==> src/rtl/alu_shift_mem_pkg.sv <==
// rtl/alu_shift_mem_pkg.sv - shared widths and ALU opcodes for alu_shift_mem
package alu_shift_mem_pkg;

  localparam int DATA_W    = 8;
  localparam int MEM_DEPTH = 256;

  typedef enum logic [2:0] {
    ALU_ADD   = 3'b000,
    ALU_SUB   = 3'b001,
    ALU_AND   = 3'b010,
    ALU_OR    = 3'b011,
    ALU_XOR   = 3'b100,
    ALU_NOT   = 3'b101,
    ALU_PASSB = 3'b110,
    ALU_PASSA = 3'b111
  } alu_op_e;

endpackage

==> src/rtl/alu_shift_mem_shifter.sv <==
// rtl/alu_shift_mem_shifter.sv - combinational 8-bit barrel shifter/rotator with carry and zero
module barrel_shifter8
  import alu_shift_mem_pkg::*;
(
  input  logic [DATA_W-1:0] data_i,
  input  logic [2:0]        count_i,
  input  logic              dir_i,
  input  logic              shift_i,
  output logic [DATA_W-1:0] out_o,
  output logic              c_o,
  output logic              z_o
);

  logic [DATA_W:0]   left9;
  logic [DATA_W:0]   right9;
  logic [DATA_W-1:0] rol;
  logic [DATA_W-1:0] ror;
  logic [3:0]        inv_count;

  // The extra bit on each side catches the last bit pushed out.
  assign left9     = {1'b0, data_i} << count_i;
  assign right9    = {data_i, 1'b0} >> count_i;
  assign inv_count = 4'd8 - {1'b0, count_i};
  assign rol       = (data_i << count_i) | (data_i >> inv_count);
  assign ror       = (data_i >> count_i) | (data_i << inv_count);

  always_comb begin
    out_o = data_i;
    c_o   = 1'b0;
    if (count_i != 3'd0) begin
      unique case ({shift_i, dir_i})
        2'b10: begin out_o = left9[DATA_W-1:0]; c_o = left9[DATA_W]; end
        2'b11: begin out_o = right9[DATA_W:1];  c_o = right9[0];     end
        2'b00: begin out_o = rol;               c_o = rol[0];        end
        default: begin out_o = ror;             c_o = ror[DATA_W-1]; end
      endcase
    end
  end

  assign z_o = (out_o == '0);

endmodule

==> src/rtl/alu_shift_mem.sv <==
// rtl/alu_shift_mem.sv - 8-bit ALU, barrel shifter, 256x8 memory and carry/zero flags
module alu_shift_mem
  import alu_shift_mem_pkg::*;
(
  input  logic              clk,
  input  logic              reset,
  input  logic [2:0]        alu_op,
  input  logic [DATA_W-1:0] alu_a,
  input  logic [DATA_W-1:0] alu_b,
  input  logic              alu_use_carry,
  input  logic [DATA_W-1:0] sh_data,
  input  logic [2:0]        sh_count,
  input  logic              sh_dir,
  input  logic              sh_shift,
  input  logic              select_c,
  input  logic              select_z,
  input  logic              write_c,
  input  logic              write_z,
  input  logic              mem_we,
  input  logic [7:0]        mem_addr,
  input  logic [DATA_W-1:0] mem_wdata,
  output logic [DATA_W-1:0] alu_out,
  output logic              alu_co,
  output logic              alu_z,
  output logic [DATA_W-1:0] sh_out,
  output logic              sh_c,
  output logic              sh_z,
  output logic [DATA_W-1:0] mem_rdata,
  output logic              c_flag,
  output logic              z_flag
);

  logic              c_flag_q, c_flag_d;
  logic              z_flag_q, z_flag_d;
  logic              cin;
  logic [DATA_W:0]   sum9;
  logic [DATA_W:0]   diff9;
  logic [DATA_W-1:0] mem_q [MEM_DEPTH];

  assign cin = alu_use_carry & c_flag_q;
  // Bit 8 of the 9-bit difference is the borrow (a < b + cin).
  assign sum9  = {1'b0, alu_a} + {1'b0, alu_b} + {{DATA_W{1'b0}}, cin};
  assign diff9 = {1'b0, alu_a} - {1'b0, alu_b} - {{DATA_W{1'b0}}, cin};

  always_comb begin
    alu_out = '0;
    alu_co  = 1'b0;
    unique case (alu_op_e'(alu_op))
      ALU_ADD:   begin alu_out = sum9[DATA_W-1:0];  alu_co = sum9[DATA_W];  end
      ALU_SUB:   begin alu_out = diff9[DATA_W-1:0]; alu_co = diff9[DATA_W]; end
      ALU_AND:   alu_out = alu_a & alu_b;
      ALU_OR:    alu_out = alu_a | alu_b;
      ALU_XOR:   alu_out = alu_a ^ alu_b;
      ALU_NOT:   alu_out = ~alu_a;
      ALU_PASSB: alu_out = alu_b;
      default:   alu_out = alu_a;
    endcase
  end

  assign alu_z = (alu_out == '0);

  barrel_shifter8 u_shifter (
    .data_i  (sh_data),
    .count_i (sh_count),
    .dir_i   (sh_dir),
    .shift_i (sh_shift),
    .out_o   (sh_out),
    .c_o     (sh_c),
    .z_o     (sh_z)
  );

  always_comb begin
    c_flag_d = c_flag_q;
    z_flag_d = z_flag_q;
    if (write_c) c_flag_d = select_c ? sh_c : alu_co;
    if (write_z) z_flag_d = select_z ? sh_z : alu_z;
  end

  always_ff @(posedge clk or posedge reset) begin
    if (reset) begin
      c_flag_q <= 1'b0;
      z_flag_q <= 1'b0;
    end else begin
      c_flag_q <= c_flag_d;
      z_flag_q <= z_flag_d;
    end
  end

  // Every word clears on reset, so the array is built from resettable flops.
  always_ff @(posedge clk or posedge reset) begin
    if (reset) begin
      for (int i = 0; i < MEM_DEPTH; i++) mem_q[i] <= '0;
    end else if (mem_we) begin
      mem_q[mem_addr] <= mem_wdata;
    end
  end

  assign mem_rdata = mem_q[mem_addr];
  assign c_flag    = c_flag_q;
  assign z_flag    = z_flag_q;

endmodule

==> config.mk <==
export PLATFORM = sky130hd
export DESIGN_NAME = alu_shift_mem
export DESIGN_NICKNAME = d
export VERILOG_FILES = /design/src/rtl/alu_shift_mem_pkg.sv /design/src/rtl/alu_shift_mem_shifter.sv /design/src/rtl/alu_shift_mem.sv
export SDC_FILE = /design/constraint.sdc
export NUM_CORES = 2
export LEC_CHECK = 0
export CAP_MARGIN = 20
export CORE_MARGIN = 2
export CORE_UTILIZATION = 35
export CTS_BUF_LIST = sky130_fd_sc_hd__clkbuf_8
export CTS_CLUSTER_SIZE = 14
export DETAILED_ROUTE_END_ITERATION = 10
export SYNTH_ARGS = -nofsm -noshare
export SYNTH_HDL_FRONTEND = slang
export SYNTH_SLANG_ARGS = --single-unit
==> constraint.sdc <==
create_clock -name clk -period 189.2 [get_ports clk]
set_clock_uncertainty 0.05 [all_clocks]
set_input_delay 18.92 -clock clk [delete_from_list [all_inputs] [get_ports clk]]
set_output_delay 18.92 -clock clk [all_outputs]
set_load 0.05 [all_outputs]
==> flow_metrics.env <==
export IMPL_multi_input_area_um2=42600
export IMPL_drive_above_1_share=0.535
export IMPL_final_common_cell="mux2_2"
export IMPL_synthAdderAreaFrac=0.00475
export IMPL_io_pins=86
export IMPL_vias_per_cell=5.52
export IMPL_busiest_layer="met2"
export IMPL_worst_hold_path_type="reg2reg"
export IMPL_final_nets=6234
export IMPL_die_h_um=528
export IMPL_clk_pin_slew_ps=50
export IMPL_die_x_um=528
export IMPL_synthArstFlopShare=1.00
export IMPL_p_leak_nw=50.4
export IMPL_mostFrequentLayoutCells="mux2_2 (2,061), dfrtp_1 (2,050), mux4_2 (657)"
export IMPL_grtUsageMet2=0.292
export IMPL_ys_seq_area_frac=0.535
export IMPL_max_cap_viol_count=0
export IMPL_cts_setup_buffers=0
export IMPL_coreArea_um2=273000
export IMPL_critPathRequiredTime_ps=170230
export IMPL_synth_ff_type="dfrtp_1"
export IMPL_syn_mean_instance_area_um2=15.9
export IMPL_globalplace_congestion=0.848
export IMPL_initial_core_util=0.351
export IMPL_setup_tns_ps=0
export IMPL_cts_root_buf="clkbuf_8"
export IMPL_grt_pass1_wl_um=397000
export IMPL_cts_hold_buf=0
export IMPL_fin_util=0.393
export IMPL_path_buf_inv=4
export IMPL_grt_pass1_vias=58178
export IMPL_antenna_found_initial=8
export IMPL_cp_depth=11
export IMPL_dp_hpwl_um=160000
export IMPL_synth_seq_cells=2050
export IMPL_drv_slew=0
export IMPL_path_max_fanout=67
export IMPL_synthCells=6036
export IMPL_holdPathStages=1
export IMPL_area_sequential_um2=51300
export IMPL_numClockSinks=2050
export IMPL_peakVddDrop_mv=0.00590
export IMPL_crit_slowest_cell="buf_4"
export IMPL_worstSetupEndpointType="primary output"
export IMPL_rows=192
export IMPL_cts_max_level=5
export IMPL_synth_xor_area_share=0.000548
export IMPL_grt_usage=0.189
export IMPL_r2r_start="c_flag$_DFFE_PP0P_"
export IMPL_drc=0
export IMPL_hold_start="mem_q[367]$_DFFE_PP0P_"
export IMPL_antenna_left=0
export IMPL_grt_max_degree=191
export IMPL_post_dp_cell_area_um2=100000
export IMPL_fin_crit_sh=0.231
export IMPL_synth_nets=6126
export IMPL_io_buffers=85
export IMPL_synth_top_family_by_area="multiplexers"
export IMPL_area_growth_synth_to_final_pct=11.9
export IMPL_postCtsResizedCells=0
export IMPL_dp_cells=9365
export IMPL_nFillCells=24916
export IMPL_yosysWarnings=0
export IMPL_period_minus_slack_ps=43770
export IMPL_die_area_um2=278000
export IMPL_drt_wl_total_um=262000
export IMPL_power_density_nw_per_um2=8.86
export IMPL_path_delay_family="buffers and inverters"
export IMPL_clock_path_buffers=4
export IMPL_cts_made_buffers=356
export IMPL_r2r_cells=10
export IMPL_cp_cell_sequence="buf_8, buf_4, buf_4, mux4_2, mux4_2, mux2i_1, nor2_1, a21oi_1, a211oi_1, or3_1, clkdlybuf4s50_1"
export IMPL_first_pass_iters=7
export IMPL_grt_use_met1=0.270
export IMPL_fin_area_um2=107000
export IMPL_rsz0062_at_grt="no"
export IMPL_synth_edff_count=0
export IMPL_yosys_area_share_simple=0.0251
export IMPL_vias=55090
export IMPL_netlist_cell_type_count=69
export IMPL_synth_area_um2=96000
export IMPL_fin_cells=9977
export IMPL_worst_slew_pin_slew_ps=1180
export IMPL_routedWlPerCell_um=26.3
export IMPL_synth_mux_area_frac=0.400
export IMPL_path_class="in2out"
export IMPL_worstSetupStartpointType="primary input"
export IMPL_cts_tree="built"
export IMPL_slowest_delay_ps=860
export IMPL_synth_compound_area_share=0.0127
export IMPL_drt_iter0_drc=4017
export IMPL_clock_latency_ps=1020
export IMPL_critPathArrivalTime_ps=24800
export IMPL_max_freq_mhz=22.8
export IMPL_setup_viol=0
export IMPL_hold_violations=0
export IMPL_outcome="finished, final reports clean"
export IMPL_globalRoute_totalOverflow=0
export IMPL_use_met3=0.0355
export IMPL_startpoint="mem_addr[0]"
export IMPL_relSlewSlack=0.209
-- through the flow --
stage          power (mW)  hold WS (ps)  setup WS [ps]
2_1_floorplan       0.541           424         112320
4_1_cts             0.962           450         145230
6_report            0.951           446         145430
3_5_place_dp        0.566           437         145240
5_1_grt             0.991           458         145070
3_3_place_gp        0.563           431         145250
-- area by class of cell --
class / count / area share
Sequential cell: 2050 / 0.478
Multi-Input combinational cell: 3483 / 0.397
Clock buffer: 431 / 0.0552
Tap cell: 3589 / 0.0418
Timing Repair Buffer: 211 / 0.0192
Clock inverter: 165 / 0.00778
Inverter: 42 / 0.00154
Antenna cell: 6 / 0.000140
-- cells by family after synthesis --
logic type,count (synthesis)
AO/OA/AOI/OAI,169
XOR/XNOR,6
adder cells (fa/ha/maj),34
buffers and inverters,503
flip-flops,2050
multiplexers,2756
AND/OR/NAND/NOR,518
-- cells in the mapped netlist, types with 10 or more instances --
cell,count,area [um^2]
mux2_2,2061,23200
dfrtp_1,2050,51300
mux4_2,657,14800
clkbuf_1,324,1220
nor2_1,180,676
nand2_1,152,571
buf_2,68,340
nor2_2,57,357
a22oi_1,41,308
inv_1,41,154
mux2i_1,38,380
buf_1,32,120
ha_1,30,375
buf_4,29,218
nand2b_1,22,138
o21ai_0,22,110
a21oi_1,19,95.1
nand3_1,19,95.1
nor3_1,14,70.1
nor2b_1,12,75.1
and2_1,10,62.6
or3_1,10,62.6
-- sequential cells by signal, summed over array words and instances, names as in the netlist --
register / count
mem_q: 2048
c_flag: 1
z_flag: 1
-- layer usage --
metal  wire (um)  share of wire
met1      119000           0.45
met2      122000           0.46
met3       14300          0.054
met4        6770          0.026
met5           0              0
-- report_power, final --
part / switching (mW) / leakage (nW) / total [mW] / internal [mW]
clock network: 0.181 / 3.97 / 0.394 / 0.212
registers: 0.0101 / 28.3 / 0.470 / 0.459
logic: 0.0487 / 18.1 / 0.0881 / 0.0394
-- worst paths after layout --
kind / endpoint / slack, ps
setup reg to reg: z_flag$_DFFE_PP0P_ / 185780
max in group asynchronous: mem_q[2010]$_DFFE_PP0P_ / 165830
hold / removal: mem_q[367]$_DFFE_PP0P_ / 450
hold reg to reg: mem_q[367]$_DFFE_PP0P_ / 450
setup / recovery: mem_rdata[1] / 145430
min in group asynchronous: mem_q[57]$_DFFE_PP0P_ / 18250
No activity file was read; power rests on OpenSTA's default activity.
